### src/rtl/axis_write_data_pkg.sv
// Shared types and helpers for the write-side stream-to-AXI packer.
package axis_write_data_pkg;

  typedef enum logic [1:0] {
    ST_IDLE   = 2'd0,
    ST_ACTIVE = 2'd1,
    ST_DRAIN  = 2'd2
  } state_t;

  // Ceiling log2, never below 1 so counters derived from it are never zero-width.
  function automatic int clog2(input int value);
    int w;
    w = 1;
    while ((1 << w) < value) w++;
    return w;
  endfunction

endpackage

### src/rtl/axis_write_data_if.sv
// Config, narrow input stream and AXI W channel signals of the write data path.
interface axis_write_data_if #(
  parameter int CFG_DWIDTH     = 32,
  parameter int DATA_WIDTH     = 32,
  parameter int AXI_DATA_WIDTH = 256
);
  logic [CFG_DWIDTH-1:0]       cfg_length;
  logic                        cfg_val;
  logic                        cfg_rdy;
  logic [DATA_WIDTH-1:0]       data;
  logic                        valid;
  logic                        ready;
  logic [AXI_DATA_WIDTH-1:0]   axi_wdata;
  logic [AXI_DATA_WIDTH/8-1:0] axi_wstrb;
  logic                        axi_wlast;
  logic                        axi_wvalid;
  logic                        axi_wready;

  // Packer side
  modport slave (
    input  cfg_length, cfg_val, data, valid, axi_wready,
    output cfg_rdy, ready, axi_wdata, axi_wstrb, axi_wlast, axi_wvalid
  );

  // User / AXI master side
  modport master (
    output cfg_length, cfg_val, data, valid, axi_wready,
    input  cfg_rdy, ready, axi_wdata, axi_wstrb, axi_wlast, axi_wvalid
  );
endinterface

### src/rtl/axis_write_buf.sv
// Synchronous first-word-fall-through FIFO holding packed beats {wlast, wstrb, wdata}.
module axis_write_buf #(
  parameter int AWIDTH = 4,
  parameter int WIDTH  = 289
) (
  input  logic             clk,
  input  logic             rst,
  input  logic [WIDTH-1:0] i_data,
  input  logic             i_valid,
  output logic             o_ready,
  output logic [WIDTH-1:0] o_data,
  output logic             o_valid,
  input  logic             i_ready
);
  localparam int                DEPTH    = 1 << AWIDTH;
  localparam logic [AWIDTH:0]   FULL_CNT = (AWIDTH+1)'(DEPTH);

  logic [WIDTH-1:0]  r_mem [DEPTH];
  logic [AWIDTH-1:0] r_wr_ptr;
  logic [AWIDTH-1:0] r_rd_ptr;
  logic [AWIDTH:0]   r_count;
  logic              w_push;
  logic              w_pop;

  // A full FIFO still accepts a push on the same edge a beat leaves.
  assign o_valid = (r_count != '0);
  assign w_pop   = o_valid & i_ready;
  assign o_ready = (r_count != FULL_CNT) | w_pop;
  assign w_push  = i_valid & o_ready;
  // Idle output reads as zero rather than stale storage.
  assign o_data  = o_valid ? r_mem[r_rd_ptr] : '0;

  // Storage write; contents need no reset since the count gates visibility.
  always_ff @(posedge clk) begin
    if (w_push) r_mem[r_wr_ptr] <= i_data;
  end

  // Pointer and occupancy tracking; reset flushes the FIFO.
  always_ff @(posedge clk) begin
    if (rst) begin
      r_wr_ptr <= '0;
      r_rd_ptr <= '0;
      r_count  <= '0;
    end else begin
      if (w_push) r_wr_ptr <= r_wr_ptr + AWIDTH'(1);
      if (w_pop)  r_rd_ptr <= r_rd_ptr + AWIDTH'(1);
      case ({w_push, w_pop})
        2'b10:   r_count <= r_count + (AWIDTH+1)'(1);
        2'b01:   r_count <= r_count - (AWIDTH+1)'(1);
        default: r_count <= r_count;
      endcase
    end
  end
endmodule

### src/rtl/axis_write_data.sv
// Packs WIDTH_RATIO narrow stream words per AXI W beat, with strobes and per-burst wlast.
module axis_write_data
  import axis_write_data_pkg::*;
#(
  parameter int BUF_AWIDTH     = 4,
  parameter int CFG_DWIDTH     = 32,
  parameter int WIDTH_RATIO    = 8,
  parameter int AXI_DATA_WIDTH = 256,
  parameter int DATA_WIDTH     = 32,
  parameter int BURST_LENGTH   = 16
) (
  input logic              clk,
  input logic              rst,
  axis_write_data_if.slave bus
);
  localparam int STRB_WIDTH = AXI_DATA_WIDTH / 8;
  localparam int LANE_BYTES = DATA_WIDTH / 8;
  localparam int LANE_W     = clog2(WIDTH_RATIO);
  localparam int BURST_W    = clog2(BURST_LENGTH);
  localparam int BUF_WIDTH  = AXI_DATA_WIDTH + STRB_WIDTH + 1;
  localparam logic [LANE_W-1:0]  LAST_LANE     = LANE_W'(WIDTH_RATIO - 1);
  localparam logic [BURST_W-1:0] LAST_IN_BURST = BURST_W'(BURST_LENGTH - 1);

  state_t                    r_state;
  state_t                    w_state_nxt;
  logic [LANE_W-1:0]         r_lane;
  logic [CFG_DWIDTH-1:0]     r_words_left;
  logic [CFG_DWIDTH:0]       r_beats_left;
  logic [BURST_W-1:0]        r_burst_cnt;
  logic [AXI_DATA_WIDTH-1:0] r_lanes;
  logic [STRB_WIDTH-1:0]     r_strb;
  logic [AXI_DATA_WIDTH-1:0] w_beat_data;
  logic [STRB_WIDTH-1:0]     w_beat_strb;
  logic [CFG_DWIDTH:0]       w_beats;
  logic                      w_cfg_take;
  logic                      w_last_word;
  logic                      w_ready;
  logic                      w_cfg_rdy;
  logic                      w_accept;
  logic                      w_push;
  logic                      w_wlast;
  logic                      w_buf_in_rdy;
  logic                      w_buf_vld;
  logic                      w_hs;
  logic [BUF_WIDTH-1:0]      w_buf_out;

  assign w_cfg_take  = (r_state == ST_IDLE) & bus.cfg_val & (bus.cfg_length != '0);
  assign w_beats     = ({1'b0, bus.cfg_length} + (CFG_DWIDTH+1)'(WIDTH_RATIO - 1)) >> LANE_W;
  assign w_last_word = (r_words_left == CFG_DWIDTH'(1));
  assign w_accept    = bus.valid & w_ready;
  assign w_push      = w_accept & ((r_lane == LAST_LANE) | w_last_word);
  // wlast is decided at push time; beats leave in push order, so the
  // push-side burst position equals the handshake position at the output.
  assign w_wlast     = (r_burst_cnt == LAST_IN_BURST) | w_last_word;
  assign w_hs        = w_buf_vld & bus.axi_wready;

  // Merge the incoming word into its lane; lanes start cleared so untouched ones stay zero.
  always_comb begin
    w_beat_data = r_lanes;
    w_beat_strb = r_strb;
    w_beat_data[r_lane*DATA_WIDTH +: DATA_WIDTH] = bus.data;
    w_beat_strb[r_lane*LANE_BYTES +: LANE_BYTES] = '1;
  end

  // State register.
  always_ff @(posedge clk) begin
    if (rst) r_state <= ST_IDLE;
    else     r_state <= w_state_nxt;
  end

  // Next state and handshake outputs.
  always_comb begin
    w_state_nxt = r_state;
    w_cfg_rdy   = 1'b0;
    w_ready     = 1'b0;
    case (r_state)
      ST_IDLE: begin
        w_cfg_rdy = 1'b1;
        if (w_cfg_take) w_state_nxt = ST_ACTIVE;
      end
      ST_ACTIVE: begin
        // Any word that completes a beat needs FIFO room; others only fill a lane.
        w_ready = w_buf_in_rdy | ((r_lane != LAST_LANE) & ~w_last_word);
        if (bus.valid & w_ready & w_last_word) w_state_nxt = ST_DRAIN;
      end
      ST_DRAIN: begin
        if (r_beats_left == '0) w_state_nxt = ST_IDLE;
      end
      default: w_state_nxt = ST_IDLE;
    endcase
  end

  // Lane, word, burst and outstanding-beat counters, all restarted by a new config.
  always_ff @(posedge clk) begin
    if (rst) begin
      r_lane       <= '0;
      r_words_left <= '0;
      r_beats_left <= '0;
      r_burst_cnt  <= '0;
    end else if (w_cfg_take) begin
      r_lane       <= '0;
      r_words_left <= bus.cfg_length;
      r_beats_left <= w_beats;
      r_burst_cnt  <= '0;
    end else begin
      if (w_accept) begin
        r_words_left <= r_words_left - CFG_DWIDTH'(1);
        r_lane       <= w_push ? '0 : r_lane + LANE_W'(1);
      end
      if (w_push)
        r_burst_cnt <= (r_burst_cnt == LAST_IN_BURST) ? '0 : r_burst_cnt + BURST_W'(1);
      if (w_hs)
        r_beats_left <= r_beats_left - (CFG_DWIDTH+1)'(1);
    end
  end

  // Lane accumulator; cleared on config so lanes left over from an aborted transfer vanish.
  always_ff @(posedge clk) begin
    if (w_cfg_take | w_push) begin
      r_lanes <= '0;
      r_strb  <= '0;
    end else if (w_accept) begin
      r_lanes <= w_beat_data;
      r_strb  <= w_beat_strb;
    end
  end

  axis_write_buf #(
    .AWIDTH (BUF_AWIDTH),
    .WIDTH  (BUF_WIDTH)
  ) u_buf (
    .clk     (clk),
    .rst     (rst),
    .i_data  ({w_wlast, w_beat_strb, w_beat_data}),
    .i_valid (w_push),
    .o_ready (w_buf_in_rdy),
    .o_data  (w_buf_out),
    .o_valid (w_buf_vld),
    .i_ready (bus.axi_wready)
  );

  assign bus.cfg_rdy    = w_cfg_rdy;
  assign bus.ready      = w_ready;
  assign bus.axi_wvalid = w_buf_vld;
  assign bus.axi_wdata  = w_buf_out[AXI_DATA_WIDTH-1:0];
  assign bus.axi_wstrb  = w_buf_out[AXI_DATA_WIDTH +: STRB_WIDTH];
  assign bus.axi_wlast  = w_buf_out[BUF_WIDTH-1];
endmodule

### src/flat_wrapper.sv
// flat-port wrapper written by rule: the top's interface ports become plain ports
module axis_write_data_flat import axis_write_data_pkg::*;
#(
  parameter int BUF_AWIDTH     = 4,
  parameter int CFG_DWIDTH     = 32,
  parameter int WIDTH_RATIO    = 8,
  parameter int AXI_DATA_WIDTH = 256,
  parameter int DATA_WIDTH     = 32,
  parameter int BURST_LENGTH   = 16
)
  (clk, rst, bus_cfg_length, bus_cfg_val, bus_data, bus_valid, bus_axi_wready, bus_cfg_rdy, bus_ready, bus_axi_wdata, bus_axi_wstrb, bus_axi_wlast, bus_axi_wvalid);
  axis_write_data_if #(.CFG_DWIDTH(CFG_DWIDTH), .DATA_WIDTH(DATA_WIDTH), .AXI_DATA_WIDTH(AXI_DATA_WIDTH)) bus_i ();
  input logic clk;
  input logic rst;
  input wire logic [$bits(bus_i.cfg_length)-1:0] bus_cfg_length;
  input wire logic [$bits(bus_i.cfg_val)-1:0] bus_cfg_val;
  input wire logic [$bits(bus_i.data)-1:0] bus_data;
  input wire logic [$bits(bus_i.valid)-1:0] bus_valid;
  input wire logic [$bits(bus_i.axi_wready)-1:0] bus_axi_wready;
  output wire logic [$bits(bus_i.cfg_rdy)-1:0] bus_cfg_rdy;
  output wire logic [$bits(bus_i.ready)-1:0] bus_ready;
  output wire logic [$bits(bus_i.axi_wdata)-1:0] bus_axi_wdata;
  output wire logic [$bits(bus_i.axi_wstrb)-1:0] bus_axi_wstrb;
  output wire logic [$bits(bus_i.axi_wlast)-1:0] bus_axi_wlast;
  output wire logic [$bits(bus_i.axi_wvalid)-1:0] bus_axi_wvalid;
  assign bus_i.cfg_length = bus_cfg_length;
  assign bus_i.cfg_val = bus_cfg_val;
  assign bus_i.data = bus_data;
  assign bus_i.valid = bus_valid;
  assign bus_i.axi_wready = bus_axi_wready;
  assign bus_cfg_rdy = bus_i.cfg_rdy;
  assign bus_ready = bus_i.ready;
  assign bus_axi_wdata = bus_i.axi_wdata;
  assign bus_axi_wstrb = bus_i.axi_wstrb;
  assign bus_axi_wlast = bus_i.axi_wlast;
  assign bus_axi_wvalid = bus_i.axi_wvalid;
  axis_write_data #(.BUF_AWIDTH(BUF_AWIDTH), .CFG_DWIDTH(CFG_DWIDTH), .WIDTH_RATIO(WIDTH_RATIO), .AXI_DATA_WIDTH(AXI_DATA_WIDTH), .DATA_WIDTH(DATA_WIDTH), .BURST_LENGTH(BURST_LENGTH)) u_core (.clk(clk), .rst(rst), .bus(bus_i));
endmodule
### config.mk
export PLATFORM = sky130hd
export DESIGN_NAME = axis_write_data_flat
export DESIGN_NICKNAME = d
export VERILOG_FILES = /design/src/rtl/axis_write_data_pkg.sv /design/src/rtl/axis_write_data_if.sv /design/src/rtl/axis_write_buf.sv /design/src/rtl/axis_write_data.sv /design/src/flat_wrapper.sv
export SDC_FILE = /design/constraint.sdc
export NUM_CORES = 2
export LEC_CHECK = 0
export ABC_CLOCK_PERIOD_IN_PS = 47900
export BUFFER_PORTS_ARGS = -buffer_cell sky130_fd_sc_hd__buf_2
export CAP_MARGIN = 5
export CORE_MARGIN = 5
export CORE_UTILIZATION = 58
export CTS_BUF_LIST = sky130_fd_sc_hd__clkbuf_16
export DETAILED_ROUTE_END_ITERATION = 16
export PLACE_DENSITY = 0.78
export RECOVER_POWER = 25
export SLEW_MARGIN = 20
export SYNTH_ARGS = -nofsm -noshare
export SYNTH_HDL_FRONTEND = slang
export SYNTH_HIERARCHICAL = 1
export SYNTH_MEMORY_MAX_BITS = 65536
export SYNTH_SLANG_ARGS = --single-unit
### constraint.sdc
create_clock -name clk -period 47.9 [get_ports clk]
set_input_delay 4.79 -clock clk [delete_from_list [all_inputs] [get_ports clk]]
set_output_delay 4.79 -clock clk [all_outputs]
set_load 0.05 [all_outputs]
==> impl_summary.log <==
[metrics] r2r startpoint: u_core/r_words_left[20]
[metrics] post-detail-place hpwl: around 250000 µm
[metrics] Hold Path Depth: 2
[metrics] Critical Path Fanout Max: around 110
[metrics] required arrival time at the worst endpoint: 43.11 ns
[metrics] area added between synthesis and finish: 11.2%
[metrics] IO buf count: 360
[metrics] leakage: approximately 73 nW
[metrics] worst slew slack as a fraction of its limit: -160%
[metrics] area share of xor/xnor cells in the synthesized design: 0.295%
[metrics] vias in the first global route: 101932
[metrics] number of synthesized register bits: ~5000
[metrics] effective utilization at floorplan: 58.1%
[metrics] worst reg-to-reg setup slack: 40.81 ns
[metrics] fmax: 81.9 MHz
[metrics] height of the die: slightly below 600 µm
[metrics] Synth Area in Adders: 0.114%
[metrics] total iterations of the first detailed-routing run: 8
[metrics] average via count per standard cell: 6.78
[metrics] number of antenna-violating nets in the routed design: 0
[metrics] die area: 345000 µm²
[metrics] cts repair resizes: 0
[metrics] number of nets in the layout: 10086
[metrics] PD cells: 53.9 nW/µm²
[metrics] setup repair after global routing missed its margin: false
[metrics] Clock Sink Count: 5003
[metrics] worst hold path class: reg2reg
[metrics] number of warnings issued by yosys: 6
[metrics] aggregate global routing overflow: 0
[metrics] root buffer cell: sky130_fd_sc_hd__clkbuf_16
[metrics] routed wire length per instance: between 30 and 40 µm
[metrics] die width: between 500 and 600 µm
[metrics] dominant combinational cell family by area after synthesis: multiplexers
[metrics] number of placed I/O pins: 361
[metrics] Hold Crit Start: u_core/r_lanes[198]
[metrics] worst hold margin: 0.456 ns
[metrics] number of violations reported at the end of detailed-routing iteration 0: between 10000 and 15000
[metrics] post-route fraction of the period consumed by the critical path: 25.5%
[metrics] Final min period: roughly 12 ns
[metrics] Post-Syn Instances: 9547
[metrics] final setup fails: 0
[metrics] Cell variety after synth: 76
[metrics] proportion of synthesized chip area in sequential cells: between 70% and 80%
[metrics] violations in the final reports: max-capacitance violations, max-slew violations
[metrics] first-pass GRT wire length: 722000 µm
[metrics] routed wire length: between 500000 and 600000 µm
[metrics] worst hold path endpoint: u_core/r_lanes[198]
[metrics] simple-gate share of the synthesized area: 3.35%
[metrics] CTS H-Tree Depth: 5
[metrics] clock buffer count from CTS: 464
[metrics] clock edge transition at the registers on the reported setup and hold paths: 0.06 ns
[metrics] endpoint type of the worst setup path: output port
[metrics] Slew Limit Fails: 492
[metrics] total setup buffers inserted after CTS: 0
[metrics] area of the core: 333000 µm²
[metrics] syn nets: between 9000 and 10000
[metrics] hold violation total from the final report: 0
[metrics] Yosys top cell area share: ~72%
[metrics] RD Place Congestion: 0.805
[metrics] Final Core Density: 64.6%
[metrics] num rows: around 210
[metrics] transition at the pin with the smallest max-transition slack: 3.91 ns
[metrics] synthesized area: 193000 µm²
[metrics] Async SR Flop Fraction: 0%
[metrics] worst reg2reg path depth: 10
[metrics] maximum number of pins on one net before global-route repair: 152
[metrics] clock tree from TritonCTS: yes
[metrics] Tot GR Track Use: 28.9%
[metrics] number of antenna violations at the first check in global routing: 55
[metrics] detailed-route via count: 100926
[metrics] mean cell area of the mapped netlist: 20.2 µm²
[metrics] count of hold buffers inserted by post-cts repair: 0
[metrics] Reg area: approximately 150000 µm²
[metrics] clock latency on the worst-skew pair: 1.00 ns
[metrics] Post-synth EDFFs: ~4600
[metrics] number of filler cells placed in the layout: 20907
[metrics] signal arrival time at the worst endpoint: 7.42 ns
[metrics] cell types with the highest counts after synthesis: 4624 x sky130_fd_sc_hd__edfxtp_1, 1156 x sky130_fd_sc_hd__mux4_2, 582 x sky130_fd_sc_hd__mux2i_1
[metrics] worst vdd rail ir drop: 0.0954 mV
[metrics] total of max-cap violations: 20
[metrics] fraction of the mapped netlist area in compound gates: 1.79%
[metrics] layout cell share with drive strength beyond 1: around 23%
[metrics] worst clock skew on the final layout: 0.0485 ns
[metrics] setup total negative slack: 0 ns
[metrics] status: complete, but fails checks
[metrics] buffers from clock root to sink, at most: 4
[metrics] critical path startpoint category: flop
[metrics] combined area of the multi-input logic cells: 44200 µm²
[metrics] Worst R2R End: u_core/u_buf/r_mem[6][180]
[metrics] number of remaining DRC errors: 0
[metrics] dominant cells by area after synthesis: sky130_fd_sc_hd__edfxtp_1 72%, sky130_fd_sc_hd__mux4_2 13%, sky130_fd_sc_hd__dfxtp_1 3.9%
[metrics] top cell type by total area after synthesis: sky130_fd_sc_hd__edfxtp_1
[metrics] path type of the worst setup path: reg2out
[metrics] multiplexer fraction of the synthesized cell area: 17.2%
[metrics] most numerous cell in the Yosys netlist: sky130_fd_sc_hd__edfxtp_1
[metrics] commonest register cell after synthesis: sky130_fd_sc_hd__edfxtp_1
==> per-stage QoR <==
stage / total power [mW] / worst slack, ns / instances / cell area, µm²
after global placement: 7.94 / 36.13 / 13919 / 200000
after detailed placement: 8.02 / 36.09 / 13919 / 200000
final: 11.6 / 35.69 / 14888 / 215000
after CTS: 11.6 / 34.93 / 14795 / 215000
after floorplan: 7.16 / 21.05 / 9547 / 193000
after global routing: 12.0 / 34.94 / 14827 / 215000
==> routing by layer <==
layer  wire, µm  share of wire (%)  GRT usage [%]  up-vias
met4      19200                3.8           12.3       22
met1     178000                 35           39.3    52387
met5        161              0.032              0        -
met3      61700                 12           7.15      980
met2     244000                 48           45.3     7502
li1           -                  -              -    40035
==> cells in the final DEF (no fill, tap or decap), types with 48 or more instances in the layout <==
master                         n
sky130_fd_sc_hd__nand2_1     506
sky130_fd_sc_hd__mux2_1      116
sky130_fd_sc_hd__inv_1       110
sky130_fd_sc_hd__mux2i_1     582
sky130_fd_sc_hd__bufinv_16    48
sky130_fd_sc_hd__edfxtp_1   4624
sky130_fd_sc_hd__nor3_1      241
sky130_fd_sc_hd__a21oi_1      97
sky130_fd_sc_hd__clkbuf_16   472
sky130_fd_sc_hd__diode_2      91
sky130_fd_sc_hd__o22ai_1     290
sky130_fd_sc_hd__mux4_2     1156
sky130_fd_sc_hd__buf_2       351
sky130_fd_sc_hd__dfxtp_1     377
sky130_fd_sc_hd__buf_4       129
sky130_fd_sc_hd__nor2_1      547
sky130_fd_sc_hd__clkinv_1    123
sky130_fd_sc_hd__clkinv_2     89
==> state kept, by name (all words and copies together), names as in the netlist, 5 cells and up, named ones only <==
register,cells
u_core/r_beats_left,33
u_core/r_lanes,256
u_core/r_strb,32
u_core/r_words_left,32
u_core/u_buf/r_count,5
u_core/u_buf/r_mem,4624
==> cell families (layout without fill, tap and decap cells) <==
family	after synthesis	count (layout)
buf+inv	565	1428
mux	1868	1868
flops	5003	5003
other cells	0	91
compound gates	536	536
fa+ha+maj	17	17
xor+xnor	65	65
simple gates	1493	1493
==> critical path: stages (launching register included) <==
cell                      delay [ns]
sky130_fd_sc_hd__dfxtp_4        0.75
sky130_fd_sc_hd__buf_6          0.72
sky130_fd_sc_hd__buf_12         0.75
sky130_fd_sc_hd__buf_4          0.82
sky130_fd_sc_hd__buf_4          0.83
sky130_fd_sc_hd__buf_4          0.84
sky130_fd_sc_hd__mux4_2         0.37
sky130_fd_sc_hd__mux2i_1        0.09
sky130_fd_sc_hd__o22ai_1        0.64
sky130_fd_sc_hd__buf_2          0.39
==> how the worst max path moves through the flow <==
stage	from	slack [ns]	endpoint
floorplan	bus_axi_wready	21.05	u_core/u_buf/r_mem[0][0]
global placement	flop	36.13	bus_axi_wdata[228]
detailed placement	flop	36.09	bus_axi_wdata[228]
CTS	flop	34.93	bus_axi_wdata[228]
global route	flop	34.94	bus_axi_wdata[246]
finish	flop	35.69	bus_axi_wdata[246]
==> layout make-up <==
type | instances | share of cell area, %
Clock buffer | 472 | 5.49
Antenna cell | 91 | 0.106
Tap cell | 4387 | 2.55
Timing Repair Buffer | 534 | 1.60
Multi-Input combinational cell | 3979 | 20.6
Clock inverter | 404 | 1.51
Inverter | 18 | 0.0349
Sequential cell | 5003 | 68.1
==> power breakdown <==
part	switching [mW]	total, mW	internal, mW	leakage (nW)
Combinational	2.03	2.74	0.716	19.4
Sequential	0.0581	5.21	5.15	45.4
Clock	1.59	3.64	2.05	7.75
Total	3.68	11.6	7.92	72.6
(Power assumes the default switching activity.)
